**src/rtl/inst_fetch.sv**
```systemverilog
// -----------------------------------------------------------------------------
// inst_fetch
//   Dual-slot instruction fetch stage feeding the instruction buffer.
//   Generates the fetch PC, issues one aligned 64-bit request at a time to
//   instruction memory, splits each response into up to two instructions with
//   pc/npc and hands them to the buffer with a one-cycle issue pulse. Branch
//   redirects from execute discard any wrong-path fetch in flight.
//
// Ports
//   clk, rst_n        : clock (rising edge), asynchronous active-low reset
//   branch_flag/pc    : single-cycle redirect request and its 4-byte aligned target
//   instbuf_full      : buffer cannot accept a packet this cycle
//   imem_req/addr     : memory request valid and 8-byte aligned address
//   imem_gnt          : request accepted this cycle
//   imem_rvalid/rdata : response valid; [31:0]=word at addr, [63:32]=word at addr+4
//   if1_* / if2_*     : slot-1 / slot-2 instruction, pc and next pc
//   issue             : {slot1, slot2} valid pulse for one cycle per packet
//   stop              : buffer must not update from fetch (issue == 2'b00)
//
// Configuration
//   STATIC_JAL_PREDICT_EN : when defined, JAL instructions in a packet are
//   predicted taken; npc and the next fetch pc follow the J-immediate target.
// -----------------------------------------------------------------------------
module inst_fetch #(
    parameter logic [31:0] RESET_PC = 32'h0000_0000
) (
    input  logic        clk,
    input  logic        rst_n,
    input  logic        branch_flag,
    input  logic [31:0] branch_pc,
    input  logic        instbuf_full,
    output logic        imem_req,
    output logic [31:0] imem_addr,
    input  logic        imem_gnt,
    input  logic        imem_rvalid,
    input  logic [63:0] imem_rdata,
    output logic [31:0] if1_inst,
    output logic [31:0] if1_pc,
    output logic [31:0] if1_npc,
    output logic [31:0] if2_inst,
    output logic [31:0] if2_pc,
    output logic [31:0] if2_npc,
    output logic [1:0]  issue,
    output logic        stop
);

    typedef enum logic [1:0] {S_REQ, S_WAIT, S_OUT, S_DRAIN} state_t;

    typedef struct packed {
        logic [31:0] i1, p1, n1;
        logic [31:0] i2, p2, n2;
        logic [1:0]  issue;
    } pkt_t;

    state_t      state, state_nxt;
    logic [31:0] pc, pc_nxt;
    pkt_t        pkt, pkt_built;
    logic        pkt_load;
    logic [31:0] base, next_built;
    logic [31:0] step1, step2;
    logic        slot1_jal;

`ifdef STATIC_JAL_PREDICT_EN
    localparam logic [6:0] OP_JAL = 7'b1101111;

    function automatic logic [31:0] j_imm(input logic [31:0] w);
        return {{12{w[31]}}, w[19:12], w[20], w[30:21], 1'b0};
    endfunction

    assign slot1_jal = (imem_rdata[6:0] == OP_JAL);
    assign step1     = slot1_jal ? j_imm(imem_rdata[31:0]) : 32'd4;
    assign step2     = (imem_rdata[38:32] == OP_JAL) ? j_imm(imem_rdata[63:32]) : 32'd4;
`else
    assign slot1_jal = 1'b0;
    assign step1     = 32'd4;
    assign step2     = 32'd4;
`endif

    // Packet builder: works on the response data and the pc of the request.
    // A fetch at pc[2]=1 starts mid-block, so only the upper word is valid.
    // A predicted slot-1 JAL makes slot 2 wrong-path, so it is dropped.
    // NOTE: every always_comb output gets a default first so no path leaves
    // it unassigned; otherwise synthesis infers a latch.
    always_comb begin
        base         = {pc[31:3], 3'b000};
        pkt_built    = '0;
        pkt_built.i2 = imem_rdata[63:32];
        pkt_built.p2 = base + 32'd4;
        pkt_built.n2 = pkt_built.p2 + step2;
        next_built   = pkt_built.n2;
        pkt_built.issue = 2'b01;
        if (!pc[2]) begin
            pkt_built.i1 = imem_rdata[31:0];
            pkt_built.p1 = base;
            pkt_built.n1 = base + step1;
            if (slot1_jal) begin
                pkt_built.i2    = '0;
                pkt_built.p2    = '0;
                pkt_built.n2    = '0;
                pkt_built.issue = 2'b10;
                next_built      = pkt_built.n1;
            end else begin
                pkt_built.issue = 2'b11;
            end
        end
    end

    // Next-state logic. A redirect always wins the pc update; the state
    // decisions below only decide whether an in-flight response must still
    // be waited for (DRAIN) before the redirected fetch can start.
    always_comb begin
        state_nxt = state;
        pc_nxt    = pc;
        pkt_load  = 1'b0;
        unique case (state)
            S_REQ: begin
                if (imem_gnt)
                    state_nxt = branch_flag ? S_DRAIN : S_WAIT;
            end
            S_WAIT: begin
                if (imem_rvalid) begin
                    if (branch_flag) begin
                        state_nxt = S_REQ;
                    end else begin
                        state_nxt = S_OUT;
                        pkt_load  = 1'b1;
                        pc_nxt    = next_built;
                    end
                end else if (branch_flag) begin
                    state_nxt = S_DRAIN;
                end
            end
            S_OUT: begin
                if (branch_flag || !instbuf_full)
                    state_nxt = S_REQ;
            end
            S_DRAIN: begin
                if (imem_rvalid)
                    state_nxt = S_REQ;
            end
            default: state_nxt = S_REQ;
        endcase
        if (branch_flag)
            pc_nxt = branch_pc;
    end

    // NOTE: sequential state uses non-blocking assignments so every register
    // samples pre-edge values regardless of process ordering.
    always_ff @(posedge clk or negedge rst_n) begin
        if (!rst_n) begin
            state <= S_REQ;
            pc    <= RESET_PC;
            pkt   <= '0;
        end else begin
            state <= state_nxt;
            pc    <= pc_nxt;
            if (pkt_load)
                pkt <= pkt_built;
        end
    end

    // The request is held off while reset is asserted even though the state
    // register already sits in REQ.
    assign imem_req  = rst_n && (state == S_REQ);
    assign imem_addr = {pc[31:3], 3'b000};

    assign issue = (state == S_OUT && !instbuf_full && !branch_flag) ? pkt.issue : 2'b00;
    assign stop  = (issue == 2'b00);

    assign if1_inst = pkt.i1;
    assign if1_pc   = pkt.p1;
    assign if1_npc  = pkt.n1;
    assign if2_inst = pkt.i2;
    assign if2_pc   = pkt.p2;
    assign if2_npc  = pkt.n2;

endmodule
```
**config.mk**
```make
export PLATFORM = sky130hd
export DESIGN_NAME = inst_fetch
export DESIGN_NICKNAME = d
export VERILOG_FILES = /design/src/rtl/inst_fetch.sv
export SDC_FILE = /design/constraint.sdc
export NUM_CORES = 1
export LEC_CHECK = 0
export ABC_AREA = 0
export CAP_MARGIN = 10
export CELL_PAD_IN_SITES_DETAIL_PLACEMENT = 0
export CELL_PAD_IN_SITES_GLOBAL_PLACEMENT = 1
export CORE_ASPECT_RATIO = 2
export CORE_MARGIN = 10
export CORE_UTILIZATION = 36
export CTS_BUF_LIST = sky130_fd_sc_hd__clkbuf_8
export DETAILED_ROUTE_END_ITERATION = 7
export PLACE_DENSITY = 0.95
export SLEW_MARGIN = 0
export SYNTH_ARGS = -nofsm -noshare
export SYNTH_HDL_FRONTEND = slang
export SYNTH_SLANG_ARGS = --single-unit
```
**constraint.sdc**
```tcl
create_clock -name clk -period 4 [get_ports clk]
set_clock_uncertainty 0.2 [all_clocks]
set_input_delay 0.8 -clock clk [delete_from_list [all_inputs] [get_ports clk]]
set_output_delay 0.8 -clock clk [all_outputs]
set_load 0.02 [all_outputs]
```
==> qor.csv <==
stage,metric,value,unit
floorplan,Starting Density,36.39,%
worst_setup_path,crit path DAT,2.50,ns
synthesis,#FFs+latches synth,185,
pwr,sw power,0.003582,W
grt,grt ovf,0,
route,Initial DRC Count,677,
floorplan,Core Area,24320,sq um
worst_setup_path,crit path cell chain,"clkdlybuf4s50_1, nor4b_1, buf_4, and2_1, clkdlybuf4s50_1",
route,1st-pass router iterations,5,
sta,min cycle time layout,3.500,ns
sta,Highest Clock Rate,285.7,MHz
grt,largest net degree at the start of global routing,219,
route,total routed wirelength,29740,microns
final_layout,layout cells sized above 1,4.959,%
synthesis,"Primary FF master, synth",dfrtp_1,
floorplan,Die W,130.9,microns
worst_setup_path,peak per-stage delay on the critical path,0.62,ns
flow_run,max-cap viol count,0,
route,ANT nets after route,0,
worst_setup_path,CP Launch Type,input pin,
synthesis,Mapped Area,8851,sq um
synthesis,Synth area leaders,"dfrtp_1 (52%), nand2_1 (13%), buf_4 (6.2%)",
placement,hpwl dp,22420,microns
worst_setup_path,Worst Setup EP,issue[1],
sta,"Hold Vio Cnt, Final",0,
cts,post-CTS setup buffer count,0,
synthesis,Synth top cells by count,"nand2_1 (299), dfrtp_1 (185), o21ai_0 (97)",
synthesis,Synth area leader,dfrtp_1,
worst_setup_path,CP endpoint kind,output pin,
worst_setup_path,R2R Path End,pc[29],
cts,Clock Latency Late Sink,0.49,ns
grt,first-pass GRT wire length,44730,microns
grt,gr usage total,18.53,%
cts,total clock buffers created by CTS,17,
worst_setup_path,critical path class,in -> out,
synthesis,number of synthesized flops with an enable pin,0,
synthesis,Post-synth ARST share,100.0,%
worst_setup_path,r2r startpoint,pc[3],
min_path,Hold Path Stages,2,
final_layout,Area growth syn-to-layout,37.18,%
worst_setup_path,Critical Path RT,3.00,ns
route,Residual DRC,0,
sta,Worst-Margin Slew,1.009,ns
pwr,Reg power frac,37.0,%
worst_setup_path,buffering stage count on the worst path with inverters included,3,
cts,# H-tree levels,4,
final_layout,Finished Layout Cells,1523,
sta,max-slew violation total from the final report,0,
synthesis,YS warnings,0,
floorplan,Die ar.,31640,sq um
worst_setup_path,Reg2Reg Setup Slack,1.09,ns
min_path,Hold WC Path Type,reg -> reg,
sta,setup slack after layout,0.4999,ns
synthesis,sequential element share of the synthesized area,52.30,%
sta,TNS Setup,0,ns
floorplan,Die Ht,241.7,microns
placement,cell count after placement,1487,
sta,ratio of final minimum period to clock period,87.50,%
worst_setup_path,maximum fanout along the worst path,2,
worst_setup_path,Worst R2R Path Depth,5,
worst_setup_path,Crit path max-delay family,buffers and inverters,
cts,CTS tree,built,
route,Vias/cell,4.949,
cts,TritonCTS Sinks,185,
synthesis,Yosys cell types,49,
pwr,VDD IR max,302.5,uV
floorplan,FP Rows,81,
final_layout,fin nets,1320,
placement,RD Place Congestion,0.8376,
synthesis,share of the synthesized area in the top cell type,52.30,%
worst_setup_path,crit-path most repeated cell,clkdlybuf4s50_1,
pwr,Sw Share,41.00,%
pwr,total power,0.008737,W
sta,final hold slack,0.2785,ns
grt,vias in the first global route,7458,
placement,port bufs,314,
route,wire per inst,19.52,microns
pwr,leakage,5.240,nW
sta,Finish-stage setup viols,0,
cts,Clock transition at path regs,0.08,ns
pwr,Clk pwr share,13.7,%
placement,Setup WS pre-CTS,0.4775,ns
sta,max_slew headroom,32.76,%
pwr,Int Pwr,0.005155,W
cts,CTS Buffer Depth,2,
route,vias,7537,
pwr,PwrDens,719.6,nW/um^2
worst_setup_path,Worst Setup SP,instbuf_full,
pwr,Logic pwr share,49.3,%
worst_setup_path,slowest cell on the critical path,clkdlybuf4s50_1,
run_status,run status,completed,
cts,clock root cell,clkbuf_8,
grt,initial antenna violation count,4,
floorplan,Ports,330,
synthesis,Post-Syn Instances,998,
worst_setup_path,Worst path depth,5,
synthesis,"count leader, synth",nand2_1,
synthesis,syn_area_per_cell,8.869,sq um
sta,RSZ-0062 raised after global routing,no,
-- state kept, by name, indices dropped and copies added (netlist names) --
| register | cells |
|---|---|
| if1_npc | 1 |
| if1_pc | 29 |
| if1_inst | 32 |
| pc | 30 |
| if2_inst | 32 |
| if2_npc | 29 |
| if2_pc | 29 |
| pkt | 1 |
| state | 2 |
-- kinds of logic after synthesis --
kind of cell    share of synthesized area [%]
mux                                    0.1131
xor+xnor                                2.474
flops                                   52.30
buf+inv                                 9.627
other cells                           0.04237
compound gates                          9.344
fa+ha+maj                              0.1413
simple gates                            25.95
-- per-stage QoR --
stage	util (%)	cell area, sq um
floorplan	-	8896
global placement	48.33	11760
detailed placement	48.33	11760
CTS	49.89	12130
global route	49.92	12140
finish	49.92	12140
-- layer usage --
layer | share of wire (%) | global-route usage, %
met5 | 0.044 | 0
met3 | 7.1 | 5.280
met1 | 37 | 19.28
met4 | 3.3 | 8.383
met2 | 53 | 32.99
-- tightest hold or removal path, delay by kind of cell (launching register included) --
family / cells / cell delay (ns)
and+or+nand+nor: 2 / 0.11
DFF: 1 / 0.35
-- layout by cell type, fill, tap and decap left out, types with 6 or more instances in the layout --
cell type	instances
a31oi_1	15
buf_4	16
clkbuf_8	20
clkdlybuf4s50_1	312
conb_1	13
dfrtp_1	184
inv_1	7
nand2_1	299
nand2b_1	57
nand3_1	24
nand4_1	12
nor2_1	32
nor3_1	7
nor4_1	7
o211ai_1	7
o21ai_0	97
o311ai_0	6
o31ai_1	11
or3_1	13
or4_1	17
xnor2_1	19
xor2_1	6
-- cell type report --
cell class / count / area, sq um
antenna: 3 / 7.507
clock inverter: 13 / 106.4
tap: 290 / 362.8
inverter: 6 / 22.52
sequential: 185 / 4631
multi-input combinational: 674 / 3438
fill: 2250 / 12180
clock buffer: 19 / 261.5
timing repair buffer: 333 / 3312
-- power groups by stage --
stage                     registers, W  clock network [W]  logic [W]
after floorplan                0.00402                  0    0.00136
after global placement         0.00323                  0    0.00432
after detailed placement       0.00328                  0    0.00438
after CTS                      0.00324            0.00125    0.00439
after global routing           0.00334            0.00132    0.00460
final                          0.00323            0.00120    0.00431
-- worst min path at each step --
| stage | slack (ns) | to | start |
|---|---|---|---|
| after floorplan | 0.30 | if1_inst[0] | rst_n |
| after global placement | 0.26 | if2_inst[9] | if2_inst[9] |
| after detailed placement | 0.26 | if2_inst[22] | if2_inst[22] |
| after CTS | 0.28 | if2_npc[4] | if2_npc[4] |
| after global routing | 0.30 | if2_pc[7] | if2_pc[7] |
| final | 0.28 | if2_npc[4] | if2_npc[4] |
-- timing repair --
action | CTS | global route
endpoints found under the setup margin | 0 | 0
resized for setup | 0 | 0
hold buffers | 1 | 0
endpoints found under the hold margin | 3 | 0
Note: power is estimated with default switching activity, not from simulation.
==> RTL change (config.mk and constraints unchanged) <==
Build with the macro `STATIC_JAL_PREDICT_EN` defined.
--- a/src/rtl/inst_fetch.sv
+++ b/src/rtl/inst_fetch.sv
@@ -23,2 +23,4 @@
 // -----------------------------------------------------------------------------
+`define STATIC_JAL_PREDICT_EN
+
 module inst_fetch #(
Function: changed (Yosys sat finds a counterexample within 4 cycles, from zero or initial values and one cycle with rst_n low).
==> RTL change against the original RTL <==
  * Final area increased by 43%
  * Sequential power rose by 15%
  * Combinational power grew 18%
  * Sequential cell count is 33 higher
  * First-iteration DRC count rose by 24%
  * Synthesized area increased by 50%
  * Non-clock buffer count increased by 142
  * Worst setup slack got worse by 350 ps
  * Power grew 24%
  * Wire length grew 63%
  * Via count rose by 50%
  * Critical path type is now in -> reg
==> RTL change: results <==
{
  "status": "finished, final reports clean",
  "clk_latency_ps": 550,
  "hold_class": "in -> async",
  "critPathArrivalTime_ps": 4100,
  "vdd_drop_max_mv": 0.504,
  "powerSeq_w": 0.00371,
  "seqPwrFrac_pct": 34.2,
  "netlist_top_cells_area": "dfrtp_1, buf_4, nand2_1",
  "antenna_found_initial": 5,
  "placed_area_sq_mm": 0.0163,
  "swShare_pct": 39.2,
  "use_met3_pct": 4.16,
  "synth_commonest_cells": "buf_4, dfrtp_1, nand2_1",
  "cts_resized": 15,
  "dp.cells": 2071,
  "drive_above_1_share_pct": 15.8,
  "htree_levels": 2,
  "r2r_slack_ps": 750,
  "io_buffers": 317,
  "met3_length_um": 3090,
  "p_leak_nw": 7.96,
  "cp_top_family": "compound AO/OA/AOI/OAI gates",
  "dp_slack_ps": -822,
  "dpl.hpwl_um": 36900,
  "postSynthCellCount": 1440,
  "viasPerCell": 5.28,
  "setup.worst_path.start": "imem_rdata[2]",
  "clockBufferDepth": 3,
  "ys_seq_area_share_pct": 41.2,
  "dr.pass1.iters": 7,
  "wl_met1_um": 16600,
  "drt_first_iter_violations": 839,
  "fmax_ghz": 0.260,
  "gp_congestion": 0.973,
  "rr_worst_depth": 11,
  "met2_usage_pct": 37.0,
  "finish.net_count": 1796,
  "r2r-end": "pc[27]$_DFFE_PN0P_",
  "routedWlPerCell_um": 22.7,
  "cts_setup_buffers": 1,
  "worstPathMaxFanout": 7,
  "crit_end": "pc[20]$_DFFE_PN0P_",
  "yosys.cell_types.count": 68,
  "cts_buffers": 36,
  "grt_usage_pct": 20.4,
  "max_slew_margin_pct": 18.7,
  "grt_first_pass_wirelength_um": 71800,
  "nFillCells": 3396,
  "grt_start_max_net_pins": 156,
  "slowest_delay_ps": 500,
  "synthMostInstantiatedCell": "buf_4",
  "grt_pass1_vias": 11800
}
[RTL change: area by class of cell]
| type | instances | area (sq um) | area share [%] |
|---|---|---|---|
| Inverter | 13 | 48.8 | 0.281 |
| Tap cell | 454 | 568 | 3.28 |
| Sequential cell | 218 | 5460 | 31.5 |
| Antenna cell | 4 | 10.0 | 0.0577 |
| Clock buffer | 45 | 619 | 3.57 |
| Multi-Input combinational cell | 914 | 6080 | 35.1 |
| Timing Repair Buffer | 475 | 4450 | 25.7 |
| Clock inverter | 13 | 103 | 0.592 |
[RTL change: cells by family (layout without fill, tap and decap cells)]
logic type | Yosys count | in the layout | synth area share, %
xor gates and xnor gates | 50 | 50 | 3.30
DFF | 218 | 218 | 41.2
adders and majority gates | 36 | 36 | 3.51
and+or+nand+nor | 454 | 454 | 16.5
other | 1 | 14 | 0.0283
AOI/OAI and AO/OA | 337 | 337 | 18.1
muxes | 27 | 27 | 2.04
buffers and inverters | 317 | 546 | 15.3
